### src/rtl/regfile_scoreboard.sv
// Register file with configurable read-port count, same-cycle write-to-read
// forwarding and a per-register pending-write scoreboard.
module regfile_scoreboard #(
    parameter int unsigned DATA_W   = 32,
    parameter int unsigned ADDR_W   = 5,
    parameter int unsigned NUM_RD   = 2,
    parameter int unsigned ZERO_REG = 1,
    parameter int unsigned BYPASS   = 1
) (
    input  logic                     clk,
    input  logic                     rst,
    input  logic [NUM_RD*ADDR_W-1:0] rd_addr,
    output logic [NUM_RD*DATA_W-1:0] rd_data,
    output logic [NUM_RD-1:0]        rd_busy,
    input  logic                     wr_en,
    input  logic [ADDR_W-1:0]        wr_addr,
    input  logic [DATA_W-1:0]        wr_data,
    input  logic                     rsv_en,
    input  logic [ADDR_W-1:0]        rsv_addr,
    input  logic                     flush,
    output logic [(2**ADDR_W)-1:0]   busy_vec
);

    localparam int unsigned DEPTH = 2 ** ADDR_W;

    logic [DATA_W-1:0] regs_q [DEPTH];
    logic [DATA_W-1:0] regs_d [DEPTH];
    logic [DEPTH-1:0]  busy_q;
    logic [DEPTH-1:0]  busy_d;

    // Register 0 is hardwired to zero only when ZERO_REG is set.
    logic wr_ok;
    logic rsv_ok;

    logic [ADDR_W-1:0] port_addr [NUM_RD];
    logic              port_hit  [NUM_RD];
    logic              port_zero [NUM_RD];

    assign wr_ok  = wr_en  && !((ZERO_REG != 0) && (wr_addr  == '0));
    assign rsv_ok = rsv_en && !((ZERO_REG != 0) && (rsv_addr == '0));

    // Next-state: data write survives flush; reserve applied after the writeback
    // clear so a new producer to the same register wins.
    always_comb begin
        regs_d = regs_q;
        busy_d = busy_q;
        if (wr_ok) begin
            regs_d[wr_addr] = wr_data;
        end
        if (flush) begin
            busy_d = '0;
        end else begin
            if (wr_en) begin
                busy_d[wr_addr] = 1'b0;
            end
            if (rsv_ok) begin
                busy_d[rsv_addr] = 1'b1;
            end
        end
    end

    // State register with synchronous reset.
    always_ff @(posedge clk) begin
        if (rst) begin
            for (int unsigned i = 0; i < DEPTH; i++) begin
                regs_q[i] <= '0;
            end
            busy_q <= '0;
        end else begin
            regs_q <= regs_d;
            busy_q <= busy_d;
        end
    end

    // Read ports: forward same-cycle write data and hide the pending flag it resolves.
    always_comb begin
        rd_data = '0;
        rd_busy = '0;
        for (int unsigned p = 0; p < NUM_RD; p++) begin
            port_addr[p] = rd_addr[p*ADDR_W +: ADDR_W];
            port_hit[p]  = (BYPASS != 0) && wr_en && (wr_addr == port_addr[p]);
            port_zero[p] = (ZERO_REG != 0) && (port_addr[p] == '0);
            if (port_zero[p]) begin
                rd_data[p*DATA_W +: DATA_W] = '0;
            end else if (port_hit[p]) begin
                rd_data[p*DATA_W +: DATA_W] = wr_data;
            end else begin
                rd_data[p*DATA_W +: DATA_W] = regs_q[port_addr[p]];
            end
            rd_busy[p] = busy_q[port_addr[p]] && !port_hit[p];
        end
    end

    assign busy_vec = busy_q;

endmodule

### config.mk
export PLATFORM = sky130hd
export DESIGN_NAME = regfile_scoreboard
export DESIGN_NICKNAME = d
export VERILOG_FILES = /design/src/rtl/regfile_scoreboard.sv
export SDC_FILE = /design/constraint.sdc
export NUM_CORES = 2
export LEC_CHECK = 0
export CAP_MARGIN = 20
export CORE_MARGIN = 1
export CORE_UTILIZATION = 44
export CTS_BUF_LIST = sky130_fd_sc_hd__clkbuf_8
export CTS_CLUSTER_SIZE = 25
export DETAILED_ROUTE_END_ITERATION = 7
export GPL_ROUTABILITY_DRIVEN = 0
export PLACE_DENSITY = 0.62
export SYNTH_ARGS = -nofsm -noshare
export SYNTH_HDL_FRONTEND = slang
export SYNTH_SLANG_ARGS = --single-unit
### constraint.sdc
create_clock -name clk -period 3.18 [get_ports clk]
set_clock_uncertainty 0.05 [all_clocks]
set_input_delay 0.318 -clock clk [delete_from_list [all_inputs] [get_ports clk]]
set_output_delay 0.318 -clock clk [all_outputs]
set_load 0.01 [all_outputs]
## After elaboration in Yosys (flattened, before gate mapping)

Index checks and enable logic that the tools add are counted.

| cells by class | value |
|---|---|
| bitwise logic cells | 6 |
| divide/modulo/power cells | 0 |
| mux-type cells | 24 |
| reduce and logical (&&, ||, !) cells | 18 |
| equal/unequal tests | 2 |
| add/sub/neg operators | 0 |
| multipliers | 0 |
| shifts and indexed selects | 0 |
| magnitude comparators | 10 |

Operators with widths:

| operator | number |
|---|---|
| $bwmux 1024 | 1 |
| $mux 32 | 12 |
| $bmux 32 s5 | 2 |
| $demux 32 s5 | 1 |
| $and 32x32->32 | 1 |
| $not 32->32 | 1 |
| $or 32x32->32 | 1 |
| $lt 5x6->1 const B | 4 |
| $logic_not 5->1 | 4 |
| $ge 6x6->1 const B | 3 |
| $not 5->6 | 3 |
| $bmux 1 s5 | 2 |
| $demux 1 s5 | 2 |
| $eq 5x5->1 | 2 |
| $ge 5x1->1 const B | 2 |
| $logic_and 1x1->1 | 9 |
| $lt 6x1->1 const B | 1 |
| $logic_not 1->1 | 4 |
| $mux 1 | 4 |
| $reduce_or 2->1 | 1 |

| word-level totals | value |
|---|---|
| output and inout port bits | 98 |
| register bits | 1056 |
| logic and storage cells | 93 |
| memories kept | 0 |
| latch bits | 0 |
| bits of input ports | 57 |
| memory bits (read-only) | 0 |
| memory bits (writable) | 0 |

## Logic depth before layout (Yosys ltp)

| logic depth | value |
|---|---|
| word-level depth | 10 |
| depth in mapped cells | 10 |
| mapped depth without buffers | 5 |

## Worst setup path after synthesis

OpenSTA, ideal clock, no wires.

| timing | value |
|---|---|
| path type | input port to output port |
| from | input port rd_addr[1] |
| to | output port rd_data[26] |
| data required time | 2.812 ns |
| arrival | 2.196 ns |
| slack | 0.616 ns |
| stages | 6 |
| path buffers | 2 |
| path through | buf_4 buf_1 mux4_2 a2111oi_0 a21oi_1 a22o_1 |

| between the ends | value |
|---|---|
| word-level cells in the longest chain between the ends | 6 |
| elaborated cells between the ends (all ways) | 9 |
| those cells by class | eq/ne (1); mux (5); bitwise (1); reduce/logical (2) |

Ends and longest elaborated chain:

| element | line | text |
|---|---|---|
| start, declared | 12 | `input logic [NUM_RD*ADDR_W-1:0] rd_addr,` |
| $not 5->6 (implied by the code) | 88 | `rd_data[p*DATA_W +: DATA_W] = regs_q[port_addr[p]];` |
| $bmux 32 s5 | 88 |  |
| $mux 32 (implied by the code) (2 in a row) | 88 |  |
| $mux 32 | 85 | `end else if (port_hit[p]) begin` |
| $mux 32 * | 83 | `if (port_zero[p]) begin` |
| end, declared | 13 | `output logic [NUM_RD*DATA_W-1:0] rd_data,` |

Every way passes the cells marked *; elsewhere a longest branch is shown, timed or not. The select of a mux whose other input is x is not followed.

## Final worst setup path

| timing | value |
|---|---|
| from | register regs_q[537] in the netlist's numbering |
| to | output port rd_data[57] |

| between the ends | value |
|---|---|
| word-level cells in the longest chain between the ends | 5 |

Ends and longest elaborated chain:

| element | line | text |
|---|---|---|
| start, declared | 26 | `logic [DATA_W-1:0] regs_q [DEPTH];` |
| start signal, assigned | 70 | `regs_q <= regs_d;` |
| $bmux 32 s5 | 88 |  |
| $mux 32 (implied by the code) (2 in a row) | 88 |  |
| $mux 32 | 85 |  |
| $mux 32 | 83 |  |

Every way passes these cells. The select of a mux whose other input is x is not followed.

==> out/qor.csv <==
stage,metric,value,unit
routing,DR vias,53200,
yosys,"area leader, netlist",dfxtp_1,
timing,fmax,306,MHz
setup_path,Setup crit end kind,primary output,
routing,Routed WL,253,mm
timing,fin worst setup slack,-0.0931,ns
yosys,Synth cell types,52,
yosys,"flops & latches, synth",1056,
setup_path,critical path class,flop to primary output,
place,Placed Cells,7753,
floorplanning,starting density of the core,0.445,
global_route,grt total ovfl,0,
yosys,"Async S/R FF share, synth",0,
setup_path,Worst path slowest cell,a22oi_2,
routing,metal3 WL,42.7,mm
clock_network,CTS tree,built,
yosys,synthesized area per cell,8.72,sq um
yosys,Post-Synthesis Cells,6124,
yosys,"Seq/Total Area, Yosys",0.396,
global_route,initial antenna violation count,18,
setup_path,Max stage delay on crit path,0.49,ns
clock_network,CTS sink count,1056,
yosys,Post-synth EDFFs,0,
setup_path,startpoint class of the critical path,flop,
routing,Final ANT Viol Nets,0,
clock_network,worst skew pair latency,0.93,ns
global_route,largest net degree at the start of global routing,134,
finish,FILL cells,10700,
yosys,Post-Synthesis Cell Area,53400,sq um
floorplanning,IO Pins,155,
routing,Iter 0 DRT Violations,8966,
setup_path,path depth of the worst reg2reg path,2,
routing,First-pass DRT Iterations,8,
setup_path,WP data required,2.81,ns
setup_path,worst-path fanout max,3,
setup_path,Worst Path Buf+Inv,1,
timing,Fin Hold WS,0.163,ns
setup_path,largest delay contributor family on the critical path,compound AO/OA/AOI/OAI gates,
timing,"Slew Viols, Final",0,
finish,"Area growth, synth to finish",22.0,%
setup_path,Crit path depth,5,
flow_run,max cap viols,0,
yosys,Synth Flop Type,dfxtp_1,
finish,Reg area,21200,sq um
yosys,most instantiated cells after synthesis,"nand2_1, a21oi_1, dfxtp_1",
floorplanning,FP Rows,127,
power_and_ir_drop,Power Dens Cells,446,nW/um^2
finish,layout cells sized above 1,0.241,
timing,Setup Viol. Count Final,7,
timing,Slew @ Worst Pin,0.930,ns
run_status,status,"finished, violations left",
yosys,"Net Count, Synth",6181,
finish,Final Util,0.543,
clock_network,CTS H-tree depth,4,
power_and_ir_drop,leak pwr,22.1,nW
place,Post-DP HPWL,159,mm
run_status,failing checks,negative setup slack,
routing,met2 routed WL,102,mm
power_and_ir_drop,maximum vdd drop,0.000459,V
yosys,Synth area leaders,"dfxtp_1, mux4_2, nand2_1",
setup_path,critical path data arrival time,2.91,ns
hold_path,Hold WC Path Type,input port to flop,
timing,unrepaired setup endpoints after global routing,true,
routing,residual DRC count,0,
routing,Via density,6.59,
clock_network,clk buf depth,3,
yosys,share of the synthesized area in the top cell type,0.396,
floorplanning,core footprint,120000,sq um
finish,Nets,6386,
global_route,first-pass GRT wire length,356,mm
place,pre-CTS setup slack,-0.806,ns
global_route,gr usage total,0.402,
routing,M1 WL,89.7,mm
hold_path,hold path cells,5,
finish,multi-input combinational cell area,31200,sq um
timing,Rel. slew slack,0.378,
floorplanning,Die Y-Extent,350,microns
clock_network,Root Buffer,clkbuf_8,
finish,Finished Layout Cells,8070,
yosys,YS warnings,0,
timing,Tmin final,3.27,ns
yosys,"count leader, synth",nand2_1,
setup_path,crit-path cells,mux4_2 > a22oi_2 > a21oi_2 > a221o_1 > buf_2,
floorplanning,die width,350,microns
global_route,vias in the first global route,49600,
clock_network,Worst-path clk slew,0.06,ns
floorplanning,Die ar.,123000,sq um
routing,Routed wire per std cell,31.3,microns
timing,final period utilization,1.03,
place,IO buf count,154,
timing,endpoints failing hold,0,
clock_network,Num CTS Buffers,175,
routing,top sig layer,met5,
[repair_timing]
item,CTS,global route
cloned,1,2
setup buffers,12,6
pin swaps,116,28
hold endpoints to repair,118,0
endpoints found under the setup margin,66,39
gates resized for setup,421,52
hold buffers,1,0
[kinds of logic after synthesis]
logic type	Yosys count	share of synthesized area
mux	663	0.224
compound gates	1492	0.163
buf+inv	661	0.0523
xor+xnor	10	0.00178
simple gates	2242	0.163
flops	1056	0.396
[cell usage in the layout, fill, tap and decap left out, types with 56 or more instances in the layout]
| cell | n |
|---|---|
| a22oi_1 | 119 |
| mux2i_1 | 220 |
| nand2_1 | 2014 |
| mux4_2 | 425 |
| a22o_1 | 56 |
| a21oi_1 | 1044 |
| dfxtp_1 | 1018 |
| clkdlybuf4s50_1 | 73 |
| clkbuf_8 | 222 |
| buf_12 | 146 |
| buf_4 | 382 |
[per-stage QoR]
step / total power [mW] / cell area [sq um] / setup TNS, ns
2_1_floorplan: 15.2 / 53400 / 0
3_3_place_gp: 16.7 / 60300 / -24.95
3_5_place_dp: 16.8 / 60300 / -23.49
4_1_cts: 28.9 / 64900 / -0.176
5_1_grt: 29.7 / 65200 / -0.457
6_report: 29.1 / 65200 / -0.217
[final timing paths]
path / start / endpoint / slack [ns]
setup / recovery: regs_q[537] / rd_data[57] / -0.09
hold / removal: wr_addr[2] / busy_vec[0] / 0.16
setup reg to reg: busy_vec[1] / busy_vec[1] / 2.38
hold reg to reg: regs_q[528] / regs_q[528] / 0.41
[tightest hold or removal path: cells and delay by family]
family	cells	cell delay [ns]
compound gates	1	0.07
buf+inv	3	0.51
simple gates	1	0.19
[registers in the layout, indices dropped and copies added, names as in the netlist]
name	count
busy_vec	32
regs_q	1024
[per-layer routing]
metal | vias up | global-route usage
li1 | 22000 | -
met1 | 25600 | 0.514
met2 | 4473 | 0.559
met3 | 1093 | 0.167
met4 | 24 | 0.250
met5 | - | 0
[area by class of cell]
class	instances	area share
well taps	1612	0.0309
multi-input cells	4407	0.479
inverters	1	0.0000576
diodes	6	0.000230
clock inverters	79	0.00649
repair buffers	688	0.112
flip-flops and latches	1056	0.325
clock buffers	221	0.0467
[report_power, final]
group	internal (mW)	switching (mW)	total (mW)
registers	13.3	0.0716	13.4
logic	1.21	2.13	3.34
clock network	6.43	5.94	12.4
(Power assumes the default switching activity.)
